File: config.mk
export PLATFORM = sky130hd
export DESIGN_NAME = control_sequencer_flat
export DESIGN_NICKNAME = d
export VERILOG_FILES = /design/src/rtl/control_sequencer_pkg.sv /design/src/rtl/control_sequencer_if.sv /design/src/rtl/control_sequencer_step_sync.sv /design/src/rtl/control_sequencer.sv /design/src/flat_wrapper.sv
export SDC_FILE = /design/constraint.sdc
export NUM_CORES = 1
export LEC_CHECK = 0
export BUFFER_PORTS_ARGS = -buffer_cell sky130_fd_sc_hd__buf_4
export CAP_MARGIN = 10
export CORE_AREA = 2 2 39 41
export CTS_CLUSTER_DIAMETER = 40
export CTS_CLUSTER_SIZE = 8
export DETAILED_ROUTE_END_ITERATION = 10
export DIE_AREA = 0 0 41 43
export PLACE_DENSITY = 0.69
export SLEW_MARGIN = 30
export SYNTH_ARGS = -nofsm -noshare
export SYNTH_HDL_FRONTEND = slang
export SYNTH_SLANG_ARGS = --single-unit
File: constraint.sdc
create_clock -name clk -period 2.6 [get_ports clk]
set_input_delay 0 -clock clk [delete_from_list [all_inputs] [get_ports clk]]
set_output_delay 0 -clock clk [all_outputs]
set_load 0.005 [all_outputs]
File: src/rtl/control_sequencer_pkg.sv
// Shared definitions for the control sequencer of the 8-bit CPU.
//  - OPC_W / OP_* : instruction opcode width and opcode values (IR[7:4])
//  - state_e      : fetch/execute FSM states
//  - ctrl_t       : one datapath control word (all strobes of a single cycle)
//  - is_mem_op()  : opcodes that need a RAM access in their execute phase
package control_sequencer_pkg;

  localparam int unsigned OPC_W = 4;

  localparam logic [OPC_W-1:0] OP_NOP = 4'h0;
  localparam logic [OPC_W-1:0] OP_LDA = 4'h1;
  localparam logic [OPC_W-1:0] OP_ADD = 4'h2;
  localparam logic [OPC_W-1:0] OP_SUB = 4'h3;
  localparam logic [OPC_W-1:0] OP_STA = 4'h4;
  localparam logic [OPC_W-1:0] OP_LDI = 4'h5;
  localparam logic [OPC_W-1:0] OP_JMP = 4'h6;
  localparam logic [OPC_W-1:0] OP_JC  = 4'h7;
  localparam logic [OPC_W-1:0] OP_JZ  = 4'h8;
  localparam logic [OPC_W-1:0] OP_OUT = 4'hE;
  localparam logic [OPC_W-1:0] OP_HLT = 4'hF;

  typedef enum logic [2:0] {
    StF0,
    StF1,
    StE0,
    StE1,
    StE2,
    StHalt
  } state_e;

  typedef struct packed {
    logic pc_inc;
    logic pc_load;
    logic pc_out;
    logic mar_load;
    logic ir_out;
    logic ram_oe;
    logic ram_we;
    logic ir_load;
    logic a_load;
    logic b_load;
    logic a_out;
    logic alu_out;
    logic alu_sub;
    logic flags_load;
    logic out_load;
    logic instr_done;
    logic halted;
  } ctrl_t;

  function automatic logic is_mem_op(logic [OPC_W-1:0] op);
    return (op == OP_LDA) || (op == OP_ADD) || (op == OP_SUB) || (op == OP_STA);
  endfunction

endpackage

File: src/rtl/control_sequencer_if.sv
// Bundle between the control sequencer and the CPU datapath.
//  master : the sequencer (takes opcode/flags/mem_ready/step, drives strobes)
//  slave  : the datapath side (drives opcode/flags/mem_ready/step, takes strobes)
interface control_sequencer_if;
  import control_sequencer_pkg::*;

  logic [OPC_W-1:0] ir_opcode;
  logic             carry_flag;
  logic             zero_flag;
  logic             mem_ready;
  logic             step;

  logic pc_inc, pc_load, pc_out, mar_load, ir_out, ram_oe, ram_we;
  logic ir_load, a_load, b_load, a_out, alu_out, alu_sub, flags_load;
  logic out_load, instr_done, halted;

  modport master (
    input  ir_opcode, carry_flag, zero_flag, mem_ready, step,
    output pc_inc, pc_load, pc_out, mar_load, ir_out, ram_oe, ram_we,
    output ir_load, a_load, b_load, a_out, alu_out, alu_sub, flags_load,
    output out_load, instr_done, halted
  );

  modport slave (
    output ir_opcode, carry_flag, zero_flag, mem_ready, step,
    input  pc_inc, pc_load, pc_out, mar_load, ir_out, ram_oe, ram_we,
    input  ir_load, a_load, b_load, a_out, alu_out, alu_sub, flags_load,
    input  out_load, instr_done, halted
  );

endinterface

File: src/rtl/control_sequencer_step_sync.sv
// Single-step request conditioning: 2-FF synchroniser followed by a rising-edge
// detector. Only instantiated when SINGLE_STEP_EN is defined.
//  clk_i  : clock
//  rst_ni : asynchronous active-low reset
//  step_i : asynchronous step level
//  rise_o : one-cycle pulse after a synchronised 0->1 transition
module step_sync (
  input  logic clk_i,
  input  logic rst_ni,
  input  logic step_i,
  output logic rise_o
);

  // [0],[1] synchroniser stages, [2] previous synchronised value
  logic [2:0] sync_q;

  always_ff @(posedge clk_i or negedge rst_ni) begin
    if (!rst_ni) begin
      sync_q <= '0;
    end else begin
      sync_q <= {sync_q[1:0], step_i};
    end
  end

  assign rise_o = sync_q[1] & ~sync_q[2];

endmodule

File: src/rtl/control_sequencer.sv
// Multi-cycle fetch/execute sequencer for the 8-bit CPU. One micro-step per
// clock; memory steps stretch until mem_ready. Strobes are decoded from the
// registered state (plus opcode/flags/mem_ready) and forced to 0 during reset.
//  clk     : system clock, rising edge
//  reset_n : asynchronous active-low reset
//  bus     : control_sequencer_if.master (opcode, flags, mem_ready, step in;
//            all datapath strobes, instr_done and halted out)
// Build option: define SINGLE_STEP_EN to gate each instruction on a rising
// edge of bus.step; otherwise step is ignored and the FSM free-runs.
module control_sequencer
  import control_sequencer_pkg::*;
(
  input logic                 clk,
  input logic                 reset_n,
  control_sequencer_if.master bus
);

  state_e state_q, state_d;
  ctrl_t  ctrl, ctrl_out;
  logic   go;

`ifdef SINGLE_STEP_EN
  logic step_rise;
  logic armed_q, armed_d;

  step_sync u_step_sync (
    .clk_i  (clk),
    .rst_ni (reset_n),
    .step_i (bus.step),
    .rise_o (step_rise)
  );

  // Armed by a step edge seen while idling in fetch, disarmed when the
  // instruction completes.
  always_comb begin
    armed_d = armed_q;
    if (state_q == StF0 && step_rise) armed_d = 1'b1;
    if (ctrl.instr_done) armed_d = 1'b0;
  end

  always_ff @(posedge clk or negedge reset_n) begin
    if (!reset_n) armed_q <= 1'b0;
    else          armed_q <= armed_d;
  end

  assign go = armed_q;
`else
  logic unused_step;
  assign unused_step = bus.step;
  assign go          = 1'b1;
`endif

  always_ff @(posedge clk or negedge reset_n) begin
    if (!reset_n) state_q <= StF0;
    else          state_q <= state_d;
  end

  always_comb begin
    state_d = state_q;
    ctrl    = '0;
    unique case (state_q)
      StF0: begin
        if (go) begin
          ctrl.pc_out   = 1'b1;
          ctrl.mar_load = 1'b1;
          state_d       = StF1;
        end
      end
      StF1: begin
        ctrl.ram_oe = 1'b1;
        if (bus.mem_ready) begin
          ctrl.ir_load = 1'b1;
          ctrl.pc_inc  = 1'b1;
          state_d      = StE0;
        end
      end
      StE0: begin
        ctrl.instr_done = 1'b1;
        state_d         = StF0;
        if (is_mem_op(bus.ir_opcode)) begin
          ctrl.ir_out     = 1'b1;
          ctrl.mar_load   = 1'b1;
          ctrl.instr_done = 1'b0;
          state_d         = StE1;
        end else begin
          case (bus.ir_opcode)
            OP_LDI: begin
              ctrl.ir_out = 1'b1;
              ctrl.a_load = 1'b1;
            end
            OP_JMP: begin
              ctrl.ir_out  = 1'b1;
              ctrl.pc_load = 1'b1;
            end
            OP_JC: begin
              ctrl.ir_out  = bus.carry_flag;
              ctrl.pc_load = bus.carry_flag;
            end
            OP_JZ: begin
              ctrl.ir_out  = bus.zero_flag;
              ctrl.pc_load = bus.zero_flag;
            end
            OP_OUT: begin
              ctrl.a_out    = 1'b1;
              ctrl.out_load = 1'b1;
            end
            OP_HLT: begin
              ctrl.instr_done = 1'b0;
              state_d         = StHalt;
            end
            default: ;  // NOP and unused opcodes
          endcase
        end
      end
      StE1: begin
        state_d = StF0;
        case (bus.ir_opcode)
          OP_LDA: begin
            ctrl.ram_oe = 1'b1;
            if (!bus.mem_ready) state_d = StE1;
            else begin
              ctrl.a_load     = 1'b1;
              ctrl.instr_done = 1'b1;
            end
          end
          OP_ADD, OP_SUB: begin
            ctrl.ram_oe = 1'b1;
            if (!bus.mem_ready) state_d = StE1;
            else begin
              ctrl.b_load = 1'b1;
              state_d     = StE2;
            end
          end
          OP_STA: begin
            ctrl.a_out  = 1'b1;
            ctrl.ram_we = 1'b1;
            if (!bus.mem_ready) state_d = StE1;
            else ctrl.instr_done = 1'b1;
          end
          default: ;
        endcase
      end
      StE2: begin
        ctrl.alu_out    = 1'b1;
        ctrl.a_load     = 1'b1;
        ctrl.flags_load = 1'b1;
        ctrl.alu_sub    = (bus.ir_opcode == OP_SUB);
        ctrl.instr_done = 1'b1;
        state_d         = StF0;
      end
      StHalt: begin
        ctrl.halted = 1'b1;
      end
      default: state_d = StF0;
    endcase
  end

  // Reset forces outputs low immediately, not just from the next edge.
  assign ctrl_out = reset_n ? ctrl : '0;

  assign bus.pc_inc     = ctrl_out.pc_inc;
  assign bus.pc_load    = ctrl_out.pc_load;
  assign bus.pc_out     = ctrl_out.pc_out;
  assign bus.mar_load   = ctrl_out.mar_load;
  assign bus.ir_out     = ctrl_out.ir_out;
  assign bus.ram_oe     = ctrl_out.ram_oe;
  assign bus.ram_we     = ctrl_out.ram_we;
  assign bus.ir_load    = ctrl_out.ir_load;
  assign bus.a_load     = ctrl_out.a_load;
  assign bus.b_load     = ctrl_out.b_load;
  assign bus.a_out      = ctrl_out.a_out;
  assign bus.alu_out    = ctrl_out.alu_out;
  assign bus.alu_sub    = ctrl_out.alu_sub;
  assign bus.flags_load = ctrl_out.flags_load;
  assign bus.out_load   = ctrl_out.out_load;
  assign bus.instr_done = ctrl_out.instr_done;
  assign bus.halted     = ctrl_out.halted;

endmodule

File: src/flat_wrapper.sv
// flat-port wrapper written by rule: the top's interface ports become plain ports
module control_sequencer_flat import control_sequencer_pkg::*;
  (clk, reset_n, bus_ir_opcode, bus_carry_flag, bus_zero_flag, bus_mem_ready, bus_step, bus_pc_inc, bus_pc_load, bus_pc_out, bus_mar_load, bus_ir_out, bus_ram_oe, bus_ram_we, bus_ir_load, bus_a_load, bus_b_load, bus_a_out, bus_alu_out, bus_alu_sub, bus_flags_load, bus_out_load, bus_instr_done, bus_halted);
  control_sequencer_if bus_i ();
  input logic clk;
  input logic reset_n;
  input wire logic [$bits(bus_i.ir_opcode)-1:0] bus_ir_opcode;
  input wire logic [$bits(bus_i.carry_flag)-1:0] bus_carry_flag;
  input wire logic [$bits(bus_i.zero_flag)-1:0] bus_zero_flag;
  input wire logic [$bits(bus_i.mem_ready)-1:0] bus_mem_ready;
  input wire logic [$bits(bus_i.step)-1:0] bus_step;
  output wire logic [$bits(bus_i.pc_inc)-1:0] bus_pc_inc;
  output wire logic [$bits(bus_i.pc_load)-1:0] bus_pc_load;
  output wire logic [$bits(bus_i.pc_out)-1:0] bus_pc_out;
  output wire logic [$bits(bus_i.mar_load)-1:0] bus_mar_load;
  output wire logic [$bits(bus_i.ir_out)-1:0] bus_ir_out;
  output wire logic [$bits(bus_i.ram_oe)-1:0] bus_ram_oe;
  output wire logic [$bits(bus_i.ram_we)-1:0] bus_ram_we;
  output wire logic [$bits(bus_i.ir_load)-1:0] bus_ir_load;
  output wire logic [$bits(bus_i.a_load)-1:0] bus_a_load;
  output wire logic [$bits(bus_i.b_load)-1:0] bus_b_load;
  output wire logic [$bits(bus_i.a_out)-1:0] bus_a_out;
  output wire logic [$bits(bus_i.alu_out)-1:0] bus_alu_out;
  output wire logic [$bits(bus_i.alu_sub)-1:0] bus_alu_sub;
  output wire logic [$bits(bus_i.flags_load)-1:0] bus_flags_load;
  output wire logic [$bits(bus_i.out_load)-1:0] bus_out_load;
  output wire logic [$bits(bus_i.instr_done)-1:0] bus_instr_done;
  output wire logic [$bits(bus_i.halted)-1:0] bus_halted;
  assign bus_i.ir_opcode = bus_ir_opcode;
  assign bus_i.carry_flag = bus_carry_flag;
  assign bus_i.zero_flag = bus_zero_flag;
  assign bus_i.mem_ready = bus_mem_ready;
  assign bus_i.step = bus_step;
  assign bus_pc_inc = bus_i.pc_inc;
  assign bus_pc_load = bus_i.pc_load;
  assign bus_pc_out = bus_i.pc_out;
  assign bus_mar_load = bus_i.mar_load;
  assign bus_ir_out = bus_i.ir_out;
  assign bus_ram_oe = bus_i.ram_oe;
  assign bus_ram_we = bus_i.ram_we;
  assign bus_ir_load = bus_i.ir_load;
  assign bus_a_load = bus_i.a_load;
  assign bus_b_load = bus_i.b_load;
  assign bus_a_out = bus_i.a_out;
  assign bus_alu_out = bus_i.alu_out;
  assign bus_alu_sub = bus_i.alu_sub;
  assign bus_flags_load = bus_i.flags_load;
  assign bus_out_load = bus_i.out_load;
  assign bus_instr_done = bus_i.instr_done;
  assign bus_halted = bus_i.halted;
  control_sequencer u_core (.clk(clk), .reset_n(reset_n), .bus(bus_i));
endmodule
==> impl_metrics.csv <==
group,metric,value,unit
status,status,"finished, final reports clean",
worst_setup_path,r2r-end,"u_core.state_q[0]",
worst_hold_path,min_to,"u_core.state_q[1]",
worst_setup_path,worstPathRequired,2600,ps
timing,rsz0062_at_grt,"false",
clocking,cts.htree.levels,1,
worst_setup_path,crit_path_max_incr_delay,500,ps
route,drtIter0Drc,10,
die,die-area,1760,µm²
worst_setup_path,critPathMaxFanout,13,
power,p_sw,0.133,mW
synth,synth-edff-count,0,
die,die_w,41,µm
worst_setup_path,r2r-start,"u_core.state_q[0]",
timing,fin_worst_skew,1.68,ps
worst_setup_path,crit_chain,"nand4b_1 -> nor4_1 -> a311o_1 -> buf_4",
worst_hold_path,worstHoldStart,"bus_mem_ready",
synth,syn_area,503,µm²
clocking,clock-root-buffer,"clkbuf_4",
synth,seq_area_frac_synth,14.9,%
synth,synthesis.nets,78,
power,p_leak,0.320,nW
timing,setup_tns,0,ps
layout,largest_register_ff_count,3,
die,rows,14,
die,die_y,43,µm
worst_setup_path,cp.arrival,1650,ps
global_route,grtUsageTotal,16.2,%
timing,slew_violations,0,
timing,fmax,608,MHz
power,p_int,0.200,mW
clocking,cts_num_sinks,3,
layout,top_regs,"u_core.state_q (3)",
layout,syn2layout_area_growth,38.8,%
synth,synth_seq_cells,3,
clocking,cts_resized,0,
timing,fin_crit_sh,63.3,%
clocking,clk_pin_slew_worst_paths,40,ps
worst_hold_path,hold_path_class,"in2reg",
synth,yosys_warnings,0,
timing,finalSetupViolCount,0,
worst_setup_path,start_kind,"flop",
timing,tightest_slew,384,ps
global_route,grt_start_max_net_pins,14,
place,dp_slack,1210,ps
synth,synth.top_cell.area_share,14.9,%
flow_run,cap_viol_max_count,0,
worst_setup_path,cp_slowest_cell,"dfrtp_1",
place,io_buffers,25,
worst_setup_path,ff2ff_path_depth,2,
die,coreArea,1380,µm²
place,dp_hpwl,922,µm
timing,max_slew_margin,74.4,%
power,pwr-share-clk,24.6,%
power,combPwrFrac,43.9,%
power,sw_frac_of_total,40.0,%
global_route,grt_pass1_wl,2.00,mm
clocking,numCtsBuffers,3,
synth,async_flop_share,100,%
synth,yosys.area.top_type,"dfrtp_1",
timing,hold_viol,0,
synth,ys_top_cells_by_area,"dfrtp_1, nand3b_1, nand2_1",
global_route,overflow,0,
global_route,antenna_found_initial,0,
worst_setup_path,endpoint_kind,"output port",
power,vdd_drop_max,0.000182,V
layout,seqCellArea,75.1,µm²
die,ios,27,
route,vias,572,
place,gp_congestion,0.777,
layout,drive_gt1_share,36.7,%
timing,period_minus_slack,1650,ps
layout,n_antenna_cell,0,
route,ant_nets,0,
power,power_density,477,nW/µm²
worst_setup_path,reg2reg_setup_slack,1450,ps
route,wirelength,1.27,mm
route,drcViolationCount,0,
worst_setup_path,crit_buf_inv,1,
layout,fill_cells,146,
route,drt_pass1_iterations,4,
synth,avgSynthCellArea,7.40,µm²
layout,multi_input_area,364,µm²
clocking,clkLatencyLatePin,230,ps
worst_setup_path,setup.worst_path.class,"reg2out",
layout,regMostFlops,"u_core.state_q",
global_route,first_global_vias,477,
synth,ys.flop_type,"dfrtp_1",
clocking,cts.path.max_buffers,2,
clocking,cts_tree,"built",
synth,ys_types,40,
route,wl_per_cell,12.0,µm
route,vias_per_cell,5.40,
power,seq_power_share,31.5,%
worst_hold_path,min_path_cells,3,
timing,fin_ws,954,ps
die,initial_utilization,36.3,%
layout,layout.nets,101,
synth,synthCells,68,
worst_setup_path,cpLargestDelayFamily,"simple AND/OR/NAND/NOR gates",
-- power by group through the flow --
stage               clock (mW)  combinational [mW]  sequential, mW
floorplan                    0               0.127          0.0683
global placement             0               0.144           0.104
detailed placement           0               0.146           0.104
CTS                     0.0864               0.148           0.104
global route            0.0928               0.164           0.111
finish                  0.0820               0.146           0.105
-- worst min-delay path, stage by stage --
cell     delay (ps)
buf_4           130
nand3_1          70
a21oi_1          60
-- cell type report --
| cell class | count | share of cell area, % |
|---|---|---|
| timing repair buffer | 26 | 28.3 |
| sequential | 3 | 10.8 |
| inverter | 4 | 2.15 |
| clock buffer | 4 | 3.76 |
| tap | 16 | 2.87 |
| multi-input combinational | 53 | 52.2 |
-- kinds of logic after synthesis --
| kind of cell | Yosys count | share of synthesized area [%] |
|---|---|---|
| flops | 3 | 14.9 |
| mux | 1 | 1.99 |
| compound gates | 15 | 22.6 |
| simple gates | 36 | 46.0 |
| xor+xnor | 1 | 1.74 |
| buf+inv | 12 | 12.7 |
-- routing by layer --
layer / GRT usage, % / vias up / part of all wire (%)
li1: - / 296 / -
met1: 22.5 / 256 / 47
met2: 23.1 / 20 / 46
met3: 4.19 / 0 / 6.5
met4: 6.00 / 0 / 0
met5: 0 / - / 0
-- what timing repair did --
item                                    in CTS  in global routing
setup buffers                                0                  0
hold buffers                                 1                  0
hold endpoints to repair                     3                  0
endpoints found under the setup margin       0                  0
-- per-stage QoR --
stage / area (µm²) / instances / total power [mW] / hold slack, ps / util, %
final: 698 / 106 / 0.333 / 76.5 / 50.5
after global routing: 698 / 106 / 0.368 / 88.1 / 50.5
after CTS: 698 / 106 / 0.339 / 68.0 / 50.5
after detailed placement: 662 / 101 / 0.250 / -183 / 47.8
after global placement: 662 / 101 / 0.248 / -183 / 47.8
after floorplan: 503 / 68 / 0.196 / -296 / -
-- synthesized netlist by cell type (all sizes together), types with 2 or more instances --
cell type,count
inv,4
a21oi,3
nor3,2
or2,2
clkbuf,2
o21ai,2
nand4b,2
a21boi,2
nand2b,2
nand2,5
buf,6
nand3b,3
nor3b,3
nor4,3
nor2,5
dfrtp,3
-- cells in the final DEF, fill, tap and decap left out, types with 2 or more instances in the layout --
cell type  count
nand2_1        5
nand2b_1       2
clkbuf_4       3
nand3b_1       3
a21oi_1        3
nand4b_1       2
inv_1          4
nor2_1         5
buf_4         25
nor4_1         3
nor3_1         2
dfrtp_1        3
a21boi_0       2
nor3b_1        2
-- how the worst max path moves through the flow --
stage | cells after the start | to | from | slack (ps)
global route | 4 | bus_instr_done | u_core.state_q[1] | 770
finish | 4 | bus_instr_done | u_core.state_q[2] | 950
detailed placement | 4 | bus_instr_done | u_core.state_q[2] | 1210
floorplan | 4 | bus_pc_inc | u_core.state_q[0] | 1410
CTS | 3 | bus_out_load | u_core.state_q[0] | 950
global placement | 3 | bus_out_load | u_core.state_q[0] | 1220
Power figures use the tool's default switching activity.
